**src/rtl/project_spi_register_bridge.sv**
```systemverilog
// project_spi_register_bridge
// SPI mode-0 slave (MSB first) that acts as the bus initiator for the PWM
// register file. A 16-bit frame is a command byte followed by a data byte.
// The command byte is W, reserved, addr[5:0]. A write frame produces a
// single-cycle o_write_en strobe. A read frame returns i_data on o_miso.
// All SPI pins are oversampled in i_clk, so i_clk must be at least 10x SCLK.
// Optional burst (auto-increment) mode: define PROJECT_SPI_AUTO_INC_EN.
//
// state | meaning
// ------+-------------------------------------------------------------
// IDLE  | no frame; waiting for the synchronized CS falling edge
// CMD   | shifting in the command byte (W, reserved, address)
// DATA  | shifting write data in, or read data out on o_miso
// DONE  | frame complete; SCLK edges ignored until CS rises

module project_spi_register_bridge #(
    parameter int ADDRESS_MAX = 48,
    parameter int SYNC_STAGES = 2
) (
    input  logic       i_clk,
    input  logic       i_reset,
    input  logic       i_sclk,
    input  logic       i_cs_n,
    input  logic       i_mosi,
    output logic       o_miso,
    output logic       o_write_en,
    output logic [5:0] o_address,
    output logic [7:0] o_data,
    input  logic [7:0] i_data,
    output logic       o_busy,
    output logic       o_frame_error
);

    localparam logic [5:0] ADDR_MAX = 6'(ADDRESS_MAX);

    typedef enum logic [1:0] {IDLE, CMD, DATA, DONE} state_t;
    state_t state, state_nxt;

    logic [SYNC_STAGES-1:0] sclk_sync, cs_sync, mosi_sync;
    logic                   sclk_d, cs_d;
    logic                   sclk_s, cs_s, mosi_s;
    logic                   sclk_rise, sclk_fall, cs_rise, cs_fall;

    logic [4:0] bit_cnt;
    logic [7:0] rx_sr, tx_sr;
    logic       is_write, miso_en;
    logic       write_req, load_req, inc_req, inc_stage;
    logic       addr_ok, last_rise, partial;

    assign sclk_s    = sclk_sync[SYNC_STAGES-1];
    assign cs_s      = cs_sync[SYNC_STAGES-1];
    assign mosi_s    = mosi_sync[SYNC_STAGES-1];
    assign sclk_rise = sclk_s & ~sclk_d;
    assign sclk_fall = ~sclk_s & sclk_d;
    assign cs_rise   = cs_s & ~cs_d;
    assign cs_fall   = ~cs_s & cs_d;

    assign addr_ok   = (o_address <= ADDR_MAX);
    // bit_cnt == 15 on a DATA rise means this rise completes a data byte
    assign last_rise = (state == DATA) && sclk_rise && (bit_cnt == 5'd15);

`ifdef PROJECT_SPI_AUTO_INC_EN
    // In burst mode bit_cnt runs 9..16 per data byte, so any multiple of 8 is a byte boundary
    assign partial = (bit_cnt[2:0] != 3'd0);
`else
    assign partial = (bit_cnt != 5'd0) && (bit_cnt != 5'd16);
`endif

    assign o_busy = (state != IDLE);
    assign o_miso = (state == DATA) && miso_en && tx_sr[7];

    // Synchronize the SPI pins; CS chain resets low so a frame already running at reset release is never entered
    always_ff @(posedge i_clk or posedge i_reset) begin
        if (i_reset) begin
            sclk_sync <= '0;
            cs_sync   <= '0;
            mosi_sync <= '0;
            sclk_d    <= 1'b0;
            cs_d      <= 1'b0;
        end else begin
            sclk_sync <= {sclk_sync[SYNC_STAGES-2:0], i_sclk};
            cs_sync   <= {cs_sync[SYNC_STAGES-2:0], i_cs_n};
            mosi_sync <= {mosi_sync[SYNC_STAGES-2:0], i_mosi};
            sclk_d    <= sclk_s;
            cs_d      <= cs_s;
        end
    end

    // FSM state register
    always_ff @(posedge i_clk or posedge i_reset) begin
        if (i_reset) state <= IDLE;
        else         state <= state_nxt;
    end

    // FSM next-state logic; a CS rising edge returns to IDLE from any state
    always_comb begin
        state_nxt = state;
        case (state)
            IDLE: if (cs_fall) state_nxt = CMD;
            CMD:  if (sclk_rise && bit_cnt == 5'd7) state_nxt = DATA;
            DATA: begin
`ifdef PROJECT_SPI_AUTO_INC_EN
                state_nxt = DATA;
`else
                if (last_rise) state_nxt = DONE;
`endif
            end
            default: state_nxt = state;
        endcase
        if (cs_rise) state_nxt = IDLE;
    end

    // Shift registers, bit counter and the register-file strobes
    always_ff @(posedge i_clk or posedge i_reset) begin
        if (i_reset) begin
            bit_cnt       <= '0;
            rx_sr         <= '0;
            tx_sr         <= '0;
            is_write      <= 1'b0;
            miso_en       <= 1'b0;
            write_req     <= 1'b0;
            load_req      <= 1'b0;
            inc_req       <= 1'b0;
            inc_stage     <= 1'b0;
            o_write_en    <= 1'b0;
            o_address     <= '0;
            o_data        <= '0;
            o_frame_error <= 1'b0;
        end else begin
            write_req     <= 1'b0;
            load_req      <= 1'b0;
            inc_req       <= 1'b0;
            inc_stage     <= inc_req;
            o_write_en    <= write_req;
            o_frame_error <= 1'b0;

            if (write_req) o_data <= rx_sr;

            // i_data is combinational on o_address, so load one cycle after the address settles
            if (load_req) begin
                tx_sr   <= addr_ok ? i_data : 8'h00;
                miso_en <= 1'b1;
            end

            // Advance the address after the write strobe has been seen with the old address
            if (inc_stage) begin
                o_address <= (o_address == ADDR_MAX) ? 6'd0 : o_address + 6'd1;
                load_req  <= ~is_write;
            end

            case (state)
                IDLE: begin
                    if (cs_fall) begin
                        bit_cnt <= '0;
                        miso_en <= 1'b0;
                    end
                end
                CMD: begin
                    if (sclk_rise) begin
                        rx_sr   <= {rx_sr[6:0], mosi_s};
                        bit_cnt <= bit_cnt + 5'd1;
                        if (bit_cnt == 5'd7) begin
                            o_address <= {rx_sr[4:0], mosi_s};
                            is_write  <= rx_sr[6];
                            load_req  <= ~rx_sr[6];
                        end
                    end
                end
                DATA: begin
                    if (sclk_rise) begin
                        rx_sr     <= {rx_sr[6:0], mosi_s};
`ifdef PROJECT_SPI_AUTO_INC_EN
                        bit_cnt   <= (bit_cnt == 5'd16) ? 5'd9 : bit_cnt + 5'd1;
                        inc_req   <= last_rise;
`else
                        bit_cnt   <= bit_cnt + 5'd1;
`endif
                        write_req <= last_rise && is_write && addr_ok;
                    end
                    // Bit 7 is already on o_miso after the load, so the 8th fall must not shift
                    if (sclk_fall && bit_cnt >= 5'd9 && bit_cnt <= 5'd15)
                        tx_sr <= {tx_sr[6:0], 1'b0};
                end
                default: ;
            endcase

            if (cs_rise) begin
                miso_en       <= 1'b0;
                load_req      <= 1'b0;
                inc_req       <= 1'b0;
                inc_stage     <= 1'b0;
                o_frame_error <= ((state == CMD) || (state == DATA)) && partial;
            end
        end
    end

endmodule

```
**config.mk**
```make
export PLATFORM = sky130hd
export DESIGN_NAME = project_spi_register_bridge
export DESIGN_NICKNAME = d
export VERILOG_FILES = /design/src/rtl/project_spi_register_bridge.sv
export SDC_FILE = /design/constraint.sdc
export NUM_CORES = 1
export LEC_CHECK = 0
export CORE_MARGIN = 1.5
export CORE_UTILIZATION = 42
export CTS_CLUSTER_SIZE = 12
export DETAILED_ROUTE_END_ITERATION = 6
export PLACE_DENSITY = 0.75
export SKIP_LAST_GASP = 1
export SYNTH_ARGS = -nofsm -noshare
export SYNTH_HDL_FRONTEND = slang
export SYNTH_SLANG_ARGS = --single-unit
```
**constraint.sdc**
```tcl
create_clock -name i_clk -period 2.9 [get_ports i_clk]
set_input_delay 0.58 -clock i_clk [delete_from_list [all_inputs] [get_ports i_clk]]
set_output_delay 0.58 -clock i_clk [all_outputs]
set_load 0.01 [all_outputs]
```
# Yosys cells after proc, flatten, opt, wreduce, memory -nomap -nowiden
# Index checks and enable logic that the tools add are counted.
# word_totals
regBits	51
input_bits	13
out_inout_bits	18
# op_classes
add_sub_neg	1
order_cmp	3
eq_ne	10
n_mux	26
bitwise	9
n_reduce_logical	22
# op_table
operator	n
$mux 8	4
$mux 6	3
$logic_and 1x1->1	11
$mux 1	11
$mux 5	2
$pmux 5 s2	1
$ne 3x3->1 const B	3
$mux 2	4
$le 6x6->1 const B	1
$pmux 2 s3	1
$reduce_and 3->1	2
$add 5x1->5 const B	1
$eq 5x3->1 const B	1
$eq 5x4->1 const B	1
$ge 5x4->1 const B	1
$le 5x4->1 const B	1
$ne 5x5->1 const B	1
$not 1->1	5
$reduce_bool 5->1	1
$and 1x1->1	4
$reduce_and 4->1	1
$reduce_bool 2->1	2
$reduce_bool 4->1	1
$eq 2x1->1 const B	1
other kinds (7)	7

# Depth between registers and ports, before layout
# Gate-level depths: netlist of the first run.
# logic_depth
depth_word	8
mapped_depth	6

# Worst setup path after synthesis of the first run
# Ideal clock, no wire load.
# synth_path
path_kind	reg2reg
from	register bit_cnt[0]
to	register tx_sr[1]
setup_ns	0.125
t_arrival_ns	1.871
path_slack_ns	0.905
stages_incl_launch_ff	7
period_less_slack_ns	1.995
path_cell_list	dfrtp_1 ha_1 and3_2 ha_1 a21oi_2 a2111oi_4 mux2_2
# synth_via
elab_chain_cells	5
word_cells_on_any_way	6
classes_between	2 x order compare; 2 x mux; 2 x reduce/logical
# synth_lines
element	line	source
start, declared	44	logic [4:0] bit_cnt;
start signal, assigned	161	bit_cnt <= bit_cnt + 5'd1;
start signal, assigned	176	bit_cnt <= bit_cnt + 5'd1;
$ge 5x4->1	181	if (sclk_fall && bit_cnt >= 5'd9 && bit_cnt <= 5'd15)
$logic_and 1x1->1	181	
$logic_and 1x1->1 *	181	
$mux 8 *	181	
$mux 8 *	151	case (state)
end signal, assigned	141	tx_sr <= addr_ok ? i_data : 8'h00;
end signal, assigned	182	tx_sr <= {tx_sr[6:0], 1'b0};
end, declared	45	logic [7:0] rx_sr, tx_sr;
# Every way passes the cells marked *; elsewhere a longest branch is shown, timed or not.
# A chain may end at the register's enable or synchronous reset.

# Final worst setup path of the first run
# layout_path
from	register state[0]
to	output o_miso
# layout_via
elab_chain_cells	3
# layout_lines
element	line	source
start, declared	37	state_t state, state_nxt;
start signal, assigned	92	else state <= state_nxt;
$eq 2x2->1	70	assign o_miso = (state == DATA) && miso_en && tx_sr[7];
$logic_and 1x1->1 (2 in a row)	70	
end, declared	25	output logic o_miso,
# Every way passes these cells.

==> metrics.txt, run 1 <==
syn_nets 200; # DRC 0; LEAKAGE 0.001230 uW; first-pass GRT wire length 6706 um; WL/cell 13.76 um; WP data arrival 1.80 ns; RSZ-0062 raised after global routing false; EDFF count, synth 0; top-count cell post-synth dfrtp_1; Synth Register Bits 51; initial antenna violation count 0; Final nets 236; crit path time final 2.377 ns; Die W 76.43 um; Worst setup EP type output port; largest net degree at the start of global routing 21; antenna viol nets, final 0; Final Worst Setup Slack 0.5231 ns; Synth Flop Type dfrtp_1; peak supply drop 0.3911 mV; area leader, netlist dfrtp_1; Peak Freq 420.7 MHz; CP Launch Type flip-flop; Antenna Cells 0; HPWL after DPL 2842 um; CTS root buf clkbuf_8; GRT overflow 0; Final Setup Violations 0; yosys warns 0; register area share after synthesis 56.35%; Slew Viols, Final 0; layout cells sized above 1 24.06%; Slew Limit Headroom 57.86%; first-pass detailed-route iteration total 4; CTS Hold Bufs 0; Layout Skew 0.009794 ns; fin crit share 81.96%; GRT Total Usage 14.56%; CTS Buffer Depth 2; Pwr Density 645.2 mW/mm^2; Post-DP Area 0.002649 sq mm; multi-input logic area 905.9 sq um; Post-Route WL 3880 um; pre-CTS setup slack 0.6998 ns; synth cell count leaders 51 x dfrtp_1, 31 x mux2_2, 17 x inv_1, 11 x ha_1; # H-tree levels 2; row count 26; Mapped Area 0.002265 sq mm; Hold Path Class reg -> reg; crit path kind reg -> out; port bufs 30; Setup Fix Bufs, Post-CTS 0; area share of the largest cell type after synthesis 56.35%; Worst-Skew Late Latency 0.30 ns; critical path data required time 2.32 ns; setup TNS 0 ns; Syn Area/Cell 12.87 sq um; Mapped Cells 176; Reg area 0.001276 sq mm; number of clock sinks 51; critical path peak fanout 5; via count 1432; clk slew on worst S/H paths 0.09 ns; CTS buffer count 5; die area 0.005842 sq mm; synth unique cells 35; Die Ht 76.43 um; vias in the first global route 1403; Iteration-0 DRC Markers 48; Routability Congestion 0.7741; outcome completed; CORE AREA 0.005140 sq mm; Avg Vias per Cell 5.078; FFs w/ async S/R, synth 100.0%; Hold Violations, Final 0; Fillers 466; PostCTS Resize Cnt 0; max-cap violations 0; Slew @ Worst Pin 0.6321 ns; cell area after layout 0.002755 sq mm; starting density of the core 44.06%; area added between synthesis and finish 21.66%; main area contributors after synthesis dfrtp_1 56%, mux2_2 15%, ha_1 6.1%, inv_1 2.8%, o22ai_1 2.5%; IO Pins 31; CTS tree yes
-- cells in the final DEF, fill, tap and decap left out, types with 2 or more instances in the layout --
cell type / Yosys / layout
nor4_1: 2 / 2
o22ai_1: 9 / 9
a21oi_1: 4 / 4
mux2i_1: 2 / 2
ha_1: 11 / 11
clkbuf_8: 0 / 5
mux2_2: 31 / 31
o21ai_0: 3 / 3
nor2_1: 6 / 6
inv_1: 17 / 16
nor3_1: 2 / 2
nand2b_1: 5 / 5
dfrtp_1: 51 / 51
nand2_1: 9 / 9
nand3_1: 2 / 2
buf_4: 0 / 2
clkdlybuf4s50_1: 0 / 30
-- final cells by class --
class                      count  share of cell area (%)
sequential                    51                   46.32
inverter                      17                   2.316
clock inverter                 2                   1.362
tap                           70                   3.179
multi-input combinational    105                   32.88
timing repair buffer          32                   11.44
clock buffer                   5                   2.498
-- metal layers --
layer / vias to the layer above / track usage [%] / wire length, um
li1: 687 / - / -
met1: 713 / 20.36 / 1905
met2: 25 / 22.05 / 1789
met3: 7 / 3.713 / 132
met4: 0 / 5.000 / 53
met5: - / 0 / 0
-- metrics by stage --
stage	utilization [%]	cells	total power, uW	hold WS [ns]
final	53.60	282	1778	0.3538
after global routing	53.60	282	1883	0.3699
after CTS	53.60	282	1801	0.3552
after detailed placement	51.53	275	1325	0.3347
after global placement	51.53	275	1310	0.3317
after floorplan	-	176	1190	0.3312
-- final timing paths --
kind | startpoint | to | slack (ns) | cells after the start
max | state[0]$_DFFE_PP0P_ | o_miso | 0.52 | 4
min reg2reg | cs_sync[0]$_DFF_PP0_ | cs_sync[1]$_DFF_PP0_ | 0.35 | 0
max reg2reg | bit_cnt[0]$_DFFE_PP0P_ | tx_sr[6]$_DFF_PP0_ | 0.69 | 6
min in group asynchronous | i_reset | tx_sr[7]$_DFF_PP0_ | 0.56 | 2
max in group asynchronous | i_reset | bit_cnt[1]$_DFFE_PP0P_ | 1.76 | 3
min | cs_sync[0]$_DFF_PP0_ | cs_sync[1]$_DFF_PP0_ | 0.35 | 0
-- state kept, by name (all words and copies together) (netlist names) --
signal         flops
write_req          1
tx_sr              8
rx_sr              8
load_req           1
o_address          6
miso_en            1
bit_cnt            5
state              2
sclk_sync          2
is_write           1
o_data             8
mosi_sync          2
cs_sync            2
cs_d               1
o_write_en         1
o_frame_error      1
sclk_d             1
-- critical path, cell delays in order (launching register included) --
cell             delay, ns
dfrtp_1               0.43
inv_1                 0.10
ha_1                  0.26
and3_1                0.18
clkdlybuf4s50_1       0.52
-- where the power goes --
group	total, uW	switching [uW]	internal, uW
clock	474	222	252
sequential	876	81.2	795
combinational	427	213	214
-- kinds of logic after synthesis --
family / share of synthesized area, %
flops: 56.35
compound gates: 9.282
simple gates: 8.343
mux: 16.30
fa+ha+maj: 6.077
buf+inv: 3.646
(Power assumes the default switching activity.)
==> run 2, diff against run 1 <==
PLACE_DENSITY = 0.77   (was 0.75)
clock period = 2.1 ns   (was 2.9 ns; I/O delays follow)
==> run 2 against run 1 <==
Sequential share of layout area decreased by 1.3 points. Core utilization increased by 1.6 points. Flip-flop and latch count unchanged. Largest power group unchanged.
==> metrics.txt, run 2 (synthesis gave the netlist of run 1 again) <==
Sequential Power Share 46.1% (-3.2 points); layout cells sized above 1 27.19% (+3.1 points); Power Total 2603 uW (+46%); M1 GR Usage 19.25% (-1.1 points); critical path data required time 2.29 ns (-0.03 ns); setup TNS 0 ns (unchanged); die area 0.005842 sq mm (unchanged); Slew Limit Headroom 63.08% (+5.2 points); GRT overflow 0 (unchanged); Slew Viols, Final 0 (unchanged); Final nets 240 (+1.7%); Die Ht 76.43 um (unchanged); Largest regs o_data x8, rx_sr x8, tx_sr x8; internal power 1844 uW (+46%); IO Pins 31 (unchanged); met3 Use GR 3.952% (+0.24 points); Post-Route WL 3974 um (+2.4%); largest net degree at the start of global routing 52 (+150%); Pwr Density 917.6 mW/mm^2 (+42%); first-pass detailed-route iteration total 4 (unchanged); critical path peak fanout 8 (+3); first-pass GRT wire length 6768 um (+0.92%); Slew @ Worst Pin 0.5517 ns (-0.08041 ns); # DRC 0 (unchanged); CP Launch Type flip-flop; starting density of the core 44.06% (unchanged); fin crit share 93.27%; max-cap violations 0 (unchanged); Worst setup EP type flip-flop; vias in the first global route 1470 (+4.8%); CTS tree yes; Critical Path End tx_sr[1]$_DFF_PP0_; Reg2Reg Capture Point tx_sr[1]$_DFF_PP0_; cell area after layout 0.002836 sq mm (+3.0%); GRT Total Usage 14.63% (+0.067 points); port bufs 30 (unchanged); GRT busiest layer met2; RSZ-0062 raised after global routing false; area added between synthesis and finish 25.25%; Layout Utilization 55.18% (+1.6 points); via count 1441 (+0.63%); peak supply drop 0.7168 mV (+83%); antenna viol nets, final 0 (unchanged); crit path time final 1.959 ns; Iteration-0 DRC Markers 63 (+31%); Hold Path Class reg -> reg; row count 26 (unchanged); Cell Count Post-Placement 277 (+0.73%); Hold Violations, Final 0 (unchanged); outcome completed; reg2reg setup slack 0.14 ns (-0.55 ns); Logic pwr share 26.2% (+2.2 points); Worst-Skew Late Latency 0.31 ns (about the same); Die W 76.43 um (unchanged); CORE AREA 0.005140 sq mm (unchanged); R2R cell count 7 (+1); CTS root buf clkbuf_8; Sw Pwr 758.2 uW (+47%); RR Startpoint bit_cnt[1]$_DFFE_PP0P_; crit path kind reg -> reg; initial antenna violation count 0 (unchanged); Final Setup Violations 0 (unchanged); # H-tree levels 2 (unchanged); M2 GR Usage 22.86% (+0.80 points); Post-DP Area 0.002676 sq mm (+1.0%); final cell count without fillers 287 (+1.8%); Peak Freq 510.5 MHz; CTS Hold Bufs 0 (unchanged); Routability Congestion 0.7693 (-0.62%); crit path from bit_cnt[1]$_DFFE_PP0P_; commonest cells after routing, fill and taps aside 51 x dfrtp_1, 31 x mux2_2, 28 x clkdlybuf4s50_1; Sw Ratio 29.13% (+0.070 points); Clock Power Share 27.7% (+1.0 points); Antenna Cells 0 (unchanged); WL/cell 13.85 um (+0.64%); Layout Skew 0.009945 ns (+0.0001510 ns); clk slew on worst S/H paths 0.09 ns (about the same); Avg Vias per Cell 5.021 (-1.1%); WP data arrival 2.15 ns (+0.35 ns); CTS Buffer Depth 2 (unchanged); HPWL after DPL 2709 um (-4.7%); CTS buffer count 5 (unchanged); most common cell after layout, fill and taps aside dfrtp_1; LEAKAGE 0.001289 uW (+4.8%); number of clock sinks 51 (unchanged)
-- run 2: cell count changes in the layout (fill, tap and decap cells not counted), moves of 2 or more --
cell / previous run / this run
ha_1: 11 / 9
dlymetal6s2s_1: 0 / 2
buf_4: 2 / 4
clkdlybuf4s50_1: 30 / 28
-- run 2: worst min-delay path by stage --
stage                           startpoint                     end  slack [ns]  depth (start not counted)
finish                cs_sync[0]$_DFF_PP0_    cs_sync[1]$_DFF_PP0_        0.36                          0
global route        sclk_sync[0]$_DFF_PP0_  sclk_sync[1]$_DFF_PP0_        0.36                          0
CTS                   cs_sync[0]$_DFF_PP0_    cs_sync[1]$_DFF_PP0_        0.36                          0
detailed placement    cs_sync[0]$_DFF_PP0_    cs_sync[1]$_DFF_PP0_        0.34                          0
global placement    mosi_sync[0]$_DFF_PP0_  mosi_sync[1]$_DFF_PP0_        0.34                          0
floorplan             cs_sync[0]$_DFF_PP0_    cs_sync[1]$_DFF_PP0_        0.33                          0
-- run 2: power by group through the flow --
stage,Clock [uW],Sequential (uW),Combinational (uW)
2_1_floorplan,0,1190,452
3_3_place_gp,0,1220,620
3_5_place_dp,0,1220,625
4_1_cts,733,1190,656
5_1_grt,769,1220,753
6_report,720,1200,683
-- run 2: stage by stage --
stage               hold WS (ns)  setup slack [ns]
finish                    0.3553            0.1413
global route              0.3607          0.006705
CTS                       0.3571          -0.02154
detailed placement        0.3362            0.1300
global placement          0.3354            0.1811
floorplan                 0.3312            0.1046
-- run 2: layout make-up --
class | instances | area (sq um)
Timing Repair Buffer | 36 | 366.6
Fill cell | 451 | 2303
Multi-Input combinational cell | 105 | 920.9
Inverter | 17 | 63.81
Tap cell | 70 | 87.58
Clock buffer | 6 | 82.58
Sequential cell | 51 | 1276
Clock inverter | 2 | 38.79
-- run 2: critical path, stage by stage, from the launching register on --
cell and delay, ns:
dfrtp_1 0.39, ha_1 0.22, and3_2 0.19, ha_1 0.18, a21oi_2 0.06, a2111oi_4 0.29, buf_6 0.19, mux2_2 0.34
-- run 2: per-layer routing --
layer,share of wire [%],wire length [um]
met4,2.4,95
met1,48,1896
met5,0,0
met2,46,1840
met3,3.6,142
-- run 2: timing repair --
item	in CTS	in global routing
pin swaps	0	0
endpoints found under the setup margin	2	9
cloned	0	0
hold endpoints to repair	0	0
setup buffers	1	1
resized for setup	1	6
==> run 3, diff against run 2 <==
ABC_AREA = 1   (was default)
==> run 3 against run 2 <==
Synthesized cell count up 53%. Clock skew up 0.00073 ns. Non-clock buffer count down 2. Largest cell class unchanged.
==> metrics.txt, run 3 <==
Slew @ Worst Pin 0.4523 ns (-0.09939 ns); Mapped Area 0.002459 sq mm (+8.6%); area leader, netlist dfrtp_1; CORE AREA 0.005574 sq mm (+8.4%); Worst setup EP type output port; Die W 79.51 um (+4.0%); # DRC 0 (unchanged); Final nets 331 (+38%); post-synthesis mux area share 0.4580% (-16 points); setup TNS 0 ns (unchanged); post-synthesis compound-gate area fraction 8.041% (-1.2 points); initial antenna violation count 0 (unchanged); Post-Synth Adder-Cell Area 5.598% (-0.48 points); commonest cells after routing, fill and taps aside 75 x nand2_1, 51 x dfrtp_1, 32 x inv_1; yosys warns 0 (unchanged); Peak Freq 491.5 MHz (-3.7%); Synth Area in XOR/XNOR 0.3562% (+0.36 points); Fillers 521 (+16%); outcome completed; Routability Congestion 0.8665 (+13%); main combinational cell family by area after synthesis simple AND/OR/NAND/NOR gates; main area contributors after synthesis dfrtp_1 52%, nand2_1 11%, ha_1 5.6%, inv_1 5.0%, nor2_1 2.7%; Avg Vias per Cell 4.705 (-6.3%); IO Pins 31 (unchanged); first-pass detailed-route iteration total 4 (unchanged); RSZ-0062 raised after global routing false; Pwr Density 931.1 mW/mm^2 (+1.5%); clk slew on worst S/H paths 0.10 ns (about the same); die area 0.006322 sq mm (+8.2%); GRT overflow 0 (unchanged); top-count cell post-synth nand2_1; WL/cell 11.87 um (-14%); FFs w/ async S/R, synth 100.0% (unchanged); Worst-Skew Late Latency 0.32 ns (about the same); layout cells sized above 1 15.26% (-12 points); max-cap violations 0 (unchanged); Hold Path Class reg -> reg; peak supply drop 0.4753 mV (-34%); GRT Total Usage 15.56% (+0.93 points); Largest regs o_data x8, rx_sr x8, tx_sr x8; CTS tree yes; Antenna Cells 0 (unchanged); LEAKAGE 0.001520 uW (+18%); first-pass GRT wire length 7624 um (+13%); area added between synthesis and finish 20.05%; R2R cell count 11 (+4); EDFF count, synth 0 (unchanged); via count 1788 (+24%); Hold Violations, Final 0 (unchanged); WP data arrival 1.61 ns (-0.54 ns); CTS buffer count 5 (unchanged); Layout Skew 0.01068 ns (+0.0007330 ns); Reg2Reg Capture Point state[0]$_DFFE_PP0P_; vias in the first global route 1698 (+16%); Die Ht 79.51 um (+4.0%); most common cell after layout, fill and taps aside nand2_1; crit path kind reg -> out; critical path peak fanout 4 (-4); Slew Viols, Final 0 (unchanged); Mapped Cells 270 (+53%); Synth Register Bits 51 (unchanged); starting density of the core 44.11% (+0.047 points); synthesized-area fraction occupied by and/or/nand/nor cells 25.90% (+18 points); register area share after synthesis 51.91% (-4.4 points); crit path time final 2.035 ns (+0.07583 ns); RR Startpoint bit_cnt[0]$_DFFE_PP0P_; Hold Path End sclk_sync[1]$_DFF_PP0_; area share of the largest cell type after synthesis 51.91% (-4.4 points); Syn Area/Cell 9.106 sq um (-29%); row count 27 (+3.8%); Synth Flop Type dfrtp_1; CTS root buf clkbuf_8; hold depth 0 (unchanged); port bufs 30 (unchanged); Power Total 2748 uW (+5.6%); synth unique cells 32 (-8.6%); antenna viol nets, final 0 (unchanged); HPWL after DPL 3290 um (+21%); CTS Buffer Depth 2 (unchanged); Post-Route WL 4511 um (+14%); Slew Limit Headroom 69.85% (+6.8 points); # H-tree levels 2 (unchanged); number of clock sinks 51 (unchanged); CP Launch Type flip-flop; critical path data required time 1.68 ns (-0.61 ns); syn_nets 294 (+47%); synth cell count leaders 75 x nand2_1, 51 x dfrtp_1, 33 x inv_1, 18 x nor2_1, 12 x a21oi_1; Layout Utilization 52.95% (-2.2 points); largest net degree at the start of global routing 37 (-29%); Final Setup Violations 0 (unchanged); reg2reg setup slack 0.39 ns (+0.25 ns); Hold Path Origin sclk_sync[0]$_DFF_PP0_; Iteration-0 DRC Markers 63 (unchanged); fin crit share 96.88% (+3.6 points)
[run 3: cell count changes in the layout (fill, tap and decap cells not counted), sizes merged, moves of 5 or more]
cell    before  now
o22ai        9    1
o21ai        3   16
nand4        2    7
nand3        2    9
nor2         6   23
a21oi        5   13
nand2       10   85
inv         18   44
nand2b       5    0
mux2        31    1
[run 3: per-layer routing]
| layer | vias up | share of wire, % | routed length, um | track usage (%) |
|---|---|---|---|---|
| met2 | 31 | 49 | 2201 | 26.19 |
| li1 | 915 | - | - | - |
| met3 | 6 | 3.5 | 156 | 3.543 |
| met1 | 836 | 46 | 2093 | 19.67 |
| met4 | 0 | 1.4 | 61 | 5.263 |
| met5 | - | 0 | 0 | 0 |
[run 3: area by class of cell]
type,count,area (sq um),share of cell area [%]
inverters,41,153.9,5.214
repair buffers,34,341.6,11.57
clock buffers,5,68.82,2.331
flip-flops and latches,51,1276,43.24
multi-input cells,174,994.7,33.70
well taps,72,90.09,3.052
clock inverters,3,26.28,0.8902
[run 3: how the worst max path moves through the flow]
stage                     cells after the start  slack [ns]            startpoint                     end
after floorplan                               1        0.45               i_reset  bit_cnt[0]$_DFFE_PP0P_
after global placement                        4        0.27  state[0]$_DFFE_PP0P_                  o_miso
after detailed placement                      4        0.23  state[0]$_DFFE_PP0P_                  o_miso
after CTS                                     4        0.06  state[1]$_DFFE_PP0P_                  o_busy
after global routing                          4       0.006  state[1]$_DFFE_PP0P_                  o_busy
final                                         4        0.07  state[0]$_DFFE_PP0P_                  o_busy
[run 3: cells by family (layout without fill, tap and decap cells)]
group                    count (synthesis)  count (layout)
buffers and inverters                   45              83
AND/OR/NAND/NOR                        128             128
flip-flops                              51              51
multiplexers                             1               1
XOR/XNOR                                 1               1
AO/OA/AOI/OAI                           33              33
adder cells (fa/ha/maj)                 11              11
[run 3: report_power, final]
| group | switching, uW | total [uW] | leakage (uW) | internal (uW) |
|---|---|---|---|---|
| Sequential | 97.2 | 1220 | 0.000645 | 1130 |
| Clock | 360 | 608 | 0.0000495 | 248 |
| Combinational | 584 | 917 | 0.000825 | 333 |
| Total | 1040 | 2750 | 0.00152 | 1710 |
[run 3: timing repair]
action	in CTS	in global routing
setup buffers	3	0
setup endpoints to repair	2	0
resized for setup	2	0
hold buffers	0	0
[run 3: critical path: stages, from the launching register on]
cell             delay (ns)
dfrtp_1                0.36
inv_1                  0.07
ha_1                   0.24
inv_2                  0.09
clkdlybuf4s50_1        0.53
[run 3: stage by stage]
step           cells  setup slack, ns  hold WS (ns)  area [sq um]
2_1_floorplan    270           0.4505        0.3312          2459
3_3_place_gp     369           0.2735        0.3324          2833
3_5_place_dp     369           0.2299        0.3355          2833
4_1_cts          380          0.05639        0.3612          2952
5_1_grt          380         0.005972        0.3723          2952
6_report         380          0.06548        0.3608          2952
